## src/rtl/nn_config_loader_if.sv

```systemverilog
// AXI4-Lite write-only channel bundle between the config loader (master)
// and the accelerator register slave.
interface nn_config_loader_if;
    logic [31:0] awaddr;
    logic        awvalid;
    logic        awready;
    logic [31:0] wdata;
    logic [3:0]  wstrb;
    logic        wvalid;
    logic        wready;
    logic [1:0]  bresp;
    logic        bvalid;
    logic        bready;

    modport master (
        output awaddr, awvalid, wdata, wstrb, wvalid, bready,
        input  awready, wready, bresp, bvalid
    );

    modport slave (
        input  awaddr, awvalid, wdata, wstrb, wvalid, bready,
        output awready, wready, bresp, bvalid
    );
endinterface

```

## src/rtl/nn_config_loader.sv

```systemverilog
// Walks every layer/neuron, fetching weights then biases from the config ROM,
// and writes them to the accelerator register map over AXI4-Lite.
module nn_config_loader #(
    parameter int unsigned                 NUM_LAYERS    = 3,
    parameter logic [8*NUM_LAYERS-1:0]     LAYER_NEURONS = {8'd10, 8'd30, 8'd30},
    parameter logic [10*NUM_LAYERS-1:0]    LAYER_WEIGHTS = {10'd30, 10'd30, 10'd784},
    parameter int unsigned                 ROM_AW        = 15,
    parameter int unsigned                 BIAS_BASE     = 24720
) (
    input  logic              s_axi_aclk,
    input  logic              s_axi_areset,
    input  logic              start,
    output logic              busy,
    output logic              done,
    output logic              error,
    output logic              rom_en,
    output logic [ROM_AW-1:0] rom_addr,
    input  logic [31:0]       rom_data,
    nn_config_loader_if.master m_axi
);

    typedef enum logic [2:0] {
        IDLE, CTRL, FETCH, LATCH, ISSUE, RESP, NEXT, DONE
    } state_e;

    typedef enum logic [1:0] {
        K_LAYER, K_NEURON, K_PAYLOAD
    } kind_e;

    state_e            state_q, state_d;
    kind_e             kind_q, kind_d;
    logic              phase_q, phase_d;
    logic [7:0]        lidx_q, lidx_d;
    logic [7:0]        nidx_q, nidx_d;
    logic [9:0]        tidx_q, tidx_d;
    logic [ROM_AW-1:0] wptr_q, wptr_d;
    logic [ROM_AW-1:0] bptr_q, bptr_d;
    logic [31:0]       awaddr_q, awaddr_d;
    logic [31:0]       wdata_q, wdata_d;
    logic              aw_done_q, aw_done_d;
    logic              w_done_q, w_done_d;
    logic              error_q, error_d;

    logic              aw_valid, w_valid, b_ready;
    logic              aw_hs, w_hs, aw_ok, w_ok;
    logic [7:0]        n_cur;
    logic [9:0]        w_cur;
    logic              last_t, last_n, last_l;

    always_comb begin
        n_cur = '0;
        w_cur = '0;
        for (int unsigned i = 0; i < NUM_LAYERS; i++) begin
            if (32'(lidx_q) == i) begin
                n_cur = LAYER_NEURONS[8*i +: 8];
                w_cur = LAYER_WEIGHTS[10*i +: 10];
            end
        end
    end

    // Bias phase has exactly one payload word per neuron.
    assign last_t = phase_q ? 1'b1 : (tidx_q == w_cur - 10'd1);
    assign last_n = (nidx_q == n_cur - 8'd1);
    assign last_l = (lidx_q == 8'(NUM_LAYERS - 1));

    assign aw_hs = aw_valid && m_axi.awready;
    assign w_hs  = w_valid && m_axi.wready;
    assign aw_ok = aw_done_q || aw_hs;
    assign w_ok  = w_done_q || w_hs;

    always_ff @(posedge s_axi_aclk or posedge s_axi_areset) begin
        if (s_axi_areset) begin
            state_q <= IDLE;
        end else begin
            state_q <= state_d;
        end
    end

    always_comb begin
        state_d = state_q;
        case (state_q)
            IDLE:  if (start) state_d = CTRL;
            CTRL:  state_d = ISSUE;
            FETCH: state_d = LATCH;
            LATCH: state_d = ISSUE;
            ISSUE: if (aw_ok && w_ok) state_d = RESP;
            RESP: begin
                if (m_axi.bvalid) begin
                    state_d = (m_axi.bresp != 2'b00) ? DONE : NEXT;
                end
            end
            NEXT: begin
                if (kind_q == K_NEURON) begin
                    state_d = FETCH;
                end else if (kind_q == K_LAYER) begin
                    state_d = CTRL;
                end else if (!last_t) begin
                    state_d = FETCH;
                end else if (last_n && last_l && phase_q) begin
                    state_d = DONE;
                end else begin
                    state_d = CTRL;
                end
            end
            DONE:    state_d = IDLE;
            default: state_d = IDLE;
        endcase
    end

    always_comb begin
        busy     = (state_q != IDLE) && (state_q != DONE);
        done     = (state_q == DONE);
        rom_en   = (state_q == FETCH);
        aw_valid = (state_q == ISSUE) && !aw_done_q;
        w_valid  = (state_q == ISSUE) && !w_done_q;
        b_ready  = (state_q == RESP);
    end

    always_comb begin
        kind_d    = kind_q;
        phase_d   = phase_q;
        lidx_d    = lidx_q;
        nidx_d    = nidx_q;
        tidx_d    = tidx_q;
        wptr_d    = wptr_q;
        bptr_d    = bptr_q;
        awaddr_d  = awaddr_q;
        wdata_d   = wdata_q;
        aw_done_d = aw_done_q;
        w_done_d  = w_done_q;
        error_d   = error_q;
        case (state_q)
            IDLE: begin
                if (start) begin
                    kind_d  = K_LAYER;
                    phase_d = 1'b0;
                    lidx_d  = '0;
                    nidx_d  = '0;
                    tidx_d  = '0;
                    wptr_d  = '0;
                    bptr_d  = ROM_AW'(BIAS_BASE);
                    error_d = 1'b0;
                end
            end
            CTRL: begin
                awaddr_d  = (kind_q == K_LAYER) ? 32'd12 : 32'd16;
                wdata_d   = (kind_q == K_LAYER) ? {24'd0, lidx_q + 8'd1} : {24'd0, nidx_q};
                aw_done_d = 1'b0;
                w_done_d  = 1'b0;
            end
            FETCH: begin
                if (phase_q) begin
                    bptr_d = bptr_q + ROM_AW'(1);
                end else begin
                    wptr_d = wptr_q + ROM_AW'(1);
                end
            end
            LATCH: begin
                awaddr_d  = phase_q ? 32'd4 : 32'd0;
                wdata_d   = phase_q ? rom_data : {16'd0, rom_data[15:0]};
                aw_done_d = 1'b0;
                w_done_d  = 1'b0;
            end
            ISSUE: begin
                if (aw_hs) aw_done_d = 1'b1;
                if (w_hs)  w_done_d  = 1'b1;
            end
            RESP: begin
                if (m_axi.bvalid && (m_axi.bresp != 2'b00)) error_d = 1'b1;
            end
            NEXT: begin
                // Step order: neuron write -> payload(s) -> next neuron / layer / phase.
                if (kind_q == K_LAYER) begin
                    kind_d = K_NEURON;
                end else if (kind_q == K_NEURON) begin
                    kind_d = K_PAYLOAD;
                    tidx_d = '0;
                end else if (!last_t) begin
                    tidx_d = tidx_q + 10'd1;
                end else if (!last_n) begin
                    nidx_d = nidx_q + 8'd1;
                    kind_d = K_NEURON;
                end else if (!last_l) begin
                    lidx_d = lidx_q + 8'd1;
                    nidx_d = '0;
                    kind_d = K_LAYER;
                end else if (!phase_q) begin
                    phase_d = 1'b1;
                    lidx_d  = '0;
                    nidx_d  = '0;
                    kind_d  = K_LAYER;
                end
            end
            default: ;
        endcase
    end

    always_ff @(posedge s_axi_aclk or posedge s_axi_areset) begin
        if (s_axi_areset) begin
            kind_q    <= K_LAYER;
            phase_q   <= 1'b0;
            lidx_q    <= '0;
            nidx_q    <= '0;
            tidx_q    <= '0;
            wptr_q    <= '0;
            bptr_q    <= '0;
            awaddr_q  <= '0;
            wdata_q   <= '0;
            aw_done_q <= 1'b0;
            w_done_q  <= 1'b0;
            error_q   <= 1'b0;
        end else begin
            kind_q    <= kind_d;
            phase_q   <= phase_d;
            lidx_q    <= lidx_d;
            nidx_q    <= nidx_d;
            tidx_q    <= tidx_d;
            wptr_q    <= wptr_d;
            bptr_q    <= bptr_d;
            awaddr_q  <= awaddr_d;
            wdata_q   <= wdata_d;
            aw_done_q <= aw_done_d;
            w_done_q  <= w_done_d;
            error_q   <= error_d;
        end
    end

    assign error         = error_q;
    assign rom_addr      = phase_q ? bptr_q : wptr_q;
    assign m_axi.awaddr  = awaddr_q;
    assign m_axi.wdata   = wdata_q;
    assign m_axi.wstrb   = 4'hF;
    assign m_axi.awvalid = aw_valid;
    assign m_axi.wvalid  = w_valid;
    assign m_axi.bready  = b_ready;

endmodule
```

## src/flat_wrapper.sv

```systemverilog
// flat-port wrapper written by rule: the top's interface ports become plain ports
module nn_config_loader_flat 
#(
    parameter int unsigned                 NUM_LAYERS    = 3,
    parameter logic [8*NUM_LAYERS-1:0]     LAYER_NEURONS = {8'd10, 8'd30, 8'd30},
    parameter logic [10*NUM_LAYERS-1:0]    LAYER_WEIGHTS = {10'd30, 10'd30, 10'd784},
    parameter int unsigned                 ROM_AW        = 15,
    parameter int unsigned                 BIAS_BASE     = 24720
)
  (s_axi_aclk, s_axi_areset, start, busy, done, error, rom_en, rom_addr, rom_data, m_axi_awaddr, m_axi_awvalid, m_axi_wdata, m_axi_wstrb, m_axi_wvalid, m_axi_bready, m_axi_awready, m_axi_wready, m_axi_bresp, m_axi_bvalid);
  nn_config_loader_if m_axi_i ();
  input  logic s_axi_aclk;
  input  logic s_axi_areset;
  input  logic start;
  output logic busy;
  output logic done;
  output logic error;
  output logic rom_en;
  output logic [ROM_AW-1:0] rom_addr;
  input  logic [31:0] rom_data;
  output wire logic [$bits(m_axi_i.awaddr)-1:0] m_axi_awaddr;
  output wire logic [$bits(m_axi_i.awvalid)-1:0] m_axi_awvalid;
  output wire logic [$bits(m_axi_i.wdata)-1:0] m_axi_wdata;
  output wire logic [$bits(m_axi_i.wstrb)-1:0] m_axi_wstrb;
  output wire logic [$bits(m_axi_i.wvalid)-1:0] m_axi_wvalid;
  output wire logic [$bits(m_axi_i.bready)-1:0] m_axi_bready;
  input wire logic [$bits(m_axi_i.awready)-1:0] m_axi_awready;
  input wire logic [$bits(m_axi_i.wready)-1:0] m_axi_wready;
  input wire logic [$bits(m_axi_i.bresp)-1:0] m_axi_bresp;
  input wire logic [$bits(m_axi_i.bvalid)-1:0] m_axi_bvalid;
  assign m_axi_awaddr = m_axi_i.awaddr;
  assign m_axi_awvalid = m_axi_i.awvalid;
  assign m_axi_wdata = m_axi_i.wdata;
  assign m_axi_wstrb = m_axi_i.wstrb;
  assign m_axi_wvalid = m_axi_i.wvalid;
  assign m_axi_bready = m_axi_i.bready;
  assign m_axi_i.awready = m_axi_awready;
  assign m_axi_i.wready = m_axi_wready;
  assign m_axi_i.bresp = m_axi_bresp;
  assign m_axi_i.bvalid = m_axi_bvalid;
  nn_config_loader #(.NUM_LAYERS(NUM_LAYERS), .LAYER_NEURONS(LAYER_NEURONS), .LAYER_WEIGHTS(LAYER_WEIGHTS), .ROM_AW(ROM_AW), .BIAS_BASE(BIAS_BASE)) u_core (.s_axi_aclk(s_axi_aclk), .s_axi_areset(s_axi_areset), .start(start), .busy(busy), .done(done), .error(error), .rom_en(rom_en), .rom_addr(rom_addr), .rom_data(rom_data), .m_axi(m_axi_i));
endmodule
```

## config.mk

```make
export PLATFORM = sky130hd
export DESIGN_NAME = nn_config_loader_flat
export DESIGN_NICKNAME = d
export VERILOG_FILES = /design/src/rtl/nn_config_loader_if.sv /design/src/rtl/nn_config_loader.sv /design/src/flat_wrapper.sv
export SDC_FILE = /design/constraint.sdc
export NUM_CORES = 1
export LEC_CHECK = 0
export CORE_MARGIN = 2
export CORE_UTILIZATION = 55
export CTS_CLUSTER_SIZE = 16
export DETAILED_ROUTE_END_ITERATION = 12
export PLACE_DENSITY = 0.87
export SYNTH_ARGS = -nofsm -noshare
export SYNTH_HDL_FRONTEND = slang
export SYNTH_SLANG_ARGS = --single-unit
export TNS_END_PERCENT = 20
```

## constraint.sdc

```tcl
create_clock -name s_axi_aclk -period 5 [get_ports s_axi_aclk]
set_clock_uncertainty 0.05 [all_clocks]
set_input_delay 1 -clock s_axi_aclk [delete_from_list [all_inputs] [get_ports s_axi_aclk]]
set_output_delay 1 -clock s_axi_aclk [all_outputs]
set_load 0.02 [all_outputs]
```

==> summary.txt <==
Power and ir drop
  – Power after layout: approximately 2.9 mW
  – Pwr dens: about 420 nW/um^2
  – Lkg Pwr: 2.892 nW
  – VDD IR-drop max: ~0.26 mV

Final layout
  – Ant diodes: 0
  – Layout cells sized above 1: 8.225%
  – Commonest cells after routing, fill and taps aside: dfrtp_1, clkdlybuf4s50_1, nand2_1
  – Area of the multi-input gates: between 2000 and 3000 um^2
  – Commonest non-fill, non-tap cell in the layout: dfrtp_1
  – Layout Utilization: between 60% and 70%
  – Final nets: 737
  – Post-Layout Cell Count: 829
  – FF/Latch Area: 2502 um^2
  – Fill count: 805
  – Layout Area Growth over Synthesis: 19.35%

Route
  – Initial DRT Pass Iterations: 5
  – DR vias/cell: 5.782
  – DRT Wirelength: between 10000 and 15000 um
  – Detailed Route Iter0 Violations: around 360
  – Post-route ant nets: 0
  – DRC viols: 0
  – Vias: 4793
  – DR WL/cell: roughly 16 um

Worst setup path
  – CP arrival: about 3.9 ns
  – CP max FO: 14
  – CP endpoint kind: flip-flop
  – Crit start category: flip-flop
  – WP data required: 5.20 ns
  – Crit path kind: reg -> reg

Yosys
  – Area leader, netlist: dfrtp_1
  – Top FF cell, synth: dfrtp_1
  – Post-synth top area share: 44.08%
  – Post-synthesis sequential area ratio: between 40% and 50%
  – Ys Warns: 0
  – Post-Syn Instances: a little over 600
  – Synthesized flop and latch total: 100
  – FFs w/ async S/R, synth: 100.0%
  – Synth cell types: 62
  – Top post-synthesis cells by area: dfrtp_1, nand2_1, buf_4
  – Netlist area before placement: around 5700 um^2
  – Number of synthesized flops with an enable pin: 0
  – Syn_area_per_cell: between 9 and 10 um^2

Timing
  – Slew margin rel.: between 20 and 30%
  – Worst Slack Setup Final: approximately 1.3 ns
  – Final hold vios: 0
  – Final worst path period share: about three quarters
  – Max Fclk: 269.9 MHz
  – Post-Route Setup TNS: 0 ns
  – Max Slew Vio Count: 0
  – Slew @ Worst Pin: ~1.1 ns
  – Setup violators final: 0
  – RSZ-0062 raised after global routing: no
  – Fin crit period: around 3.7 ns

Die
  – Starting Density: a little under three fifths
  – I/O pins: 130
  – Die area: between 10000 and 15000 um^2
  – Core area: approximately 10000 um^2
  – Chip Height: ~110 um
  – Num rows: 37
  – Die width: roughly 110 um

Placed design
  – DP Wirelength: between 9000 and 10000 um
  – GPL Wtd Cong: slightly below 1
  – DP Worst Slack: 1.333 ns
  – Port Buf Inserts: 96
  – Cells after DPL: between 800 and 900

Flow run
  – Max Cap Viol: 0

Global route
  – Gr ovfl total: 0
  – First-pass GRT wire length: between 20000 and 25000 um
  – Pin count of the biggest net entering global routing: 85
  – GR Util All Layers: 24.02%
  – Vias in the first global route: ~4.4k
  – Antenna violations before repair: 0

CTS
  – H-tree Lvls: 3
  – Clk_lat worst skew: between 0.3 and 0.4 ns
  – Post-CTS sizing: 0
  – Clk pin slew, worst setup/hold paths: about 0.1 ns
  – Clock root buffer: clkbuf_8
  – Clock buffer depth: 2
  – CTS tree: done
  – Hold Buf Count CTS: 0
  – Post-CTS Setup Bufs: 0
  – Total CTS buffers: 9
  – Sink Count: 100

Status
  – Status: completed

Min path
  – Worst hold path type: reg -> reg
==> power breakdown <==
| part | internal (mW) | switching, mW | leakage [nW] |
|---|---|---|---|
| clock | 0.195 | 0.314 | 0.0968 |
| sequential | 0.960 | 0.200 | 1.34 |
| combinational | 0.505 | 0.684 | 1.46 |
==> cells in the mapped netlist, types with 3 or more instances <==
master	instances
nand3_1	37
nor4b_1	3
nand2b_1	7
buf_1	10
o31ai_1	3
inv_1	14
or2_2	7
xnor2_1	15
or3_1	8
o21ai_0	32
o211ai_1	3
mux2_2	16
nor3_1	9
a21o_1	9
nand3b_1	7
nand2_1	68
dfrtp_1	100
ha_1	9
a22o_1	17
nor4_1	6
mux2i_1	9
and2_1	4
nand4_1	9
a211oi_1	10
buf_4	33
nor2_1	56
xor2_1	16
clkbuf_1	14
buf_2	9
a311oi_1	6
and3_1	5
a21oi_1	23
==> state kept, by name (all words and copies together), names as in the netlist <==
name	cells
u_core.m_axi.wdata	32
u_core.w_done_q	1
u_core.state_q	3
u_core.wptr_q	15
u_core.tidx_q	10
u_core.nidx_q	8
u_core.lidx_q	8
u_core.error	1
u_core.m_axi.awaddr	3
u_core.bptr_q	15
u_core.kind_q	2
u_core.phase_q	1
u_core.aw_done_q	1
==> kinds of logic after synthesis <==
logic type,count (synthesis),share of synthesized area [%]
simple gates,243,21.78
compound gates,122,14.81
flops,100,44.08
buf+inv,80,7.670
xor+xnor,31,4.783
mux,25,4.761
fa+ha+maj,9,1.984
other cells,2,0.1323
==> stage by stage <==
| stage | instance area [um^2] | hold WS [ns] |
|---|---|---|
| 2_1_floorplan | 5793 | 0.4182 |
| 3_3_place_gp | 6583 | 0.4131 |
| 3_5_place_dp | 6583 | 0.4234 |
| 4_1_cts | 6775 | 0.4470 |
| 5_1_grt | 6775 | 0.4682 |
| 6_report | 6775 | 0.4402 |
==> path summary, 6_finish.rpt <==
| path | startpoint | to | slack, ns | depth (start not counted) |
|---|---|---|---|---|
| worst max-delay path | u_core.lidx_q[5] | u_core.lidx_q[1] | 1.29 | 9 |
| worst min-delay path | u_core.m_axi.wdata[4] | u_core.m_axi.wdata[4] | 0.44 | 2 |
| worst max register to register | u_core.lidx_q[5] | u_core.lidx_q[1] | 1.29 | 9 |
| worst min register to register | u_core.m_axi.wdata[4] | u_core.m_axi.wdata[4] | 0.44 | 2 |
| max in group asynchronous | s_axi_areset | u_core.tidx_q[5] | 2.90 | 3 |
| min in group asynchronous | s_axi_areset | u_core.m_axi.wdata[29] | 1.16 | 2 |
==> layout make-up <==
cell class                      instances  area share [%]
Inverter                               14          0.8126
Multi-Input combinational cell        463           42.27
Timing Repair Buffer                  100           14.63
Sequential cell                       100           36.93
Tap cell                              136           2.512
Clock buffer                            9           1.828
Clock inverter                          7           1.016
==> layer usage <==
| metal | routed length [um] | track usage (%) |
|---|---|---|
| met3 | 781 | 3.216 |
| met4 | 232 | 7.989 |
| met5 | 0 | 0 |
| met2 | 6284 | 38.29 |
| met1 | 5920 | 34.09 |
==> worst max-delay path, cell delays in order, from the launching register on <==
cell and delay (ns):
dfrtp_1 0.46, nor4_4 0.49, nand3_2 0.17, ha_1 0.25, and4_1 0.21, o2111ai_1 0.40, a211oi_1 0.10, o2111ai_1 0.84
and2_0 0.49, o21ai_1 0.13
Power figures use the tool's default switching activity.
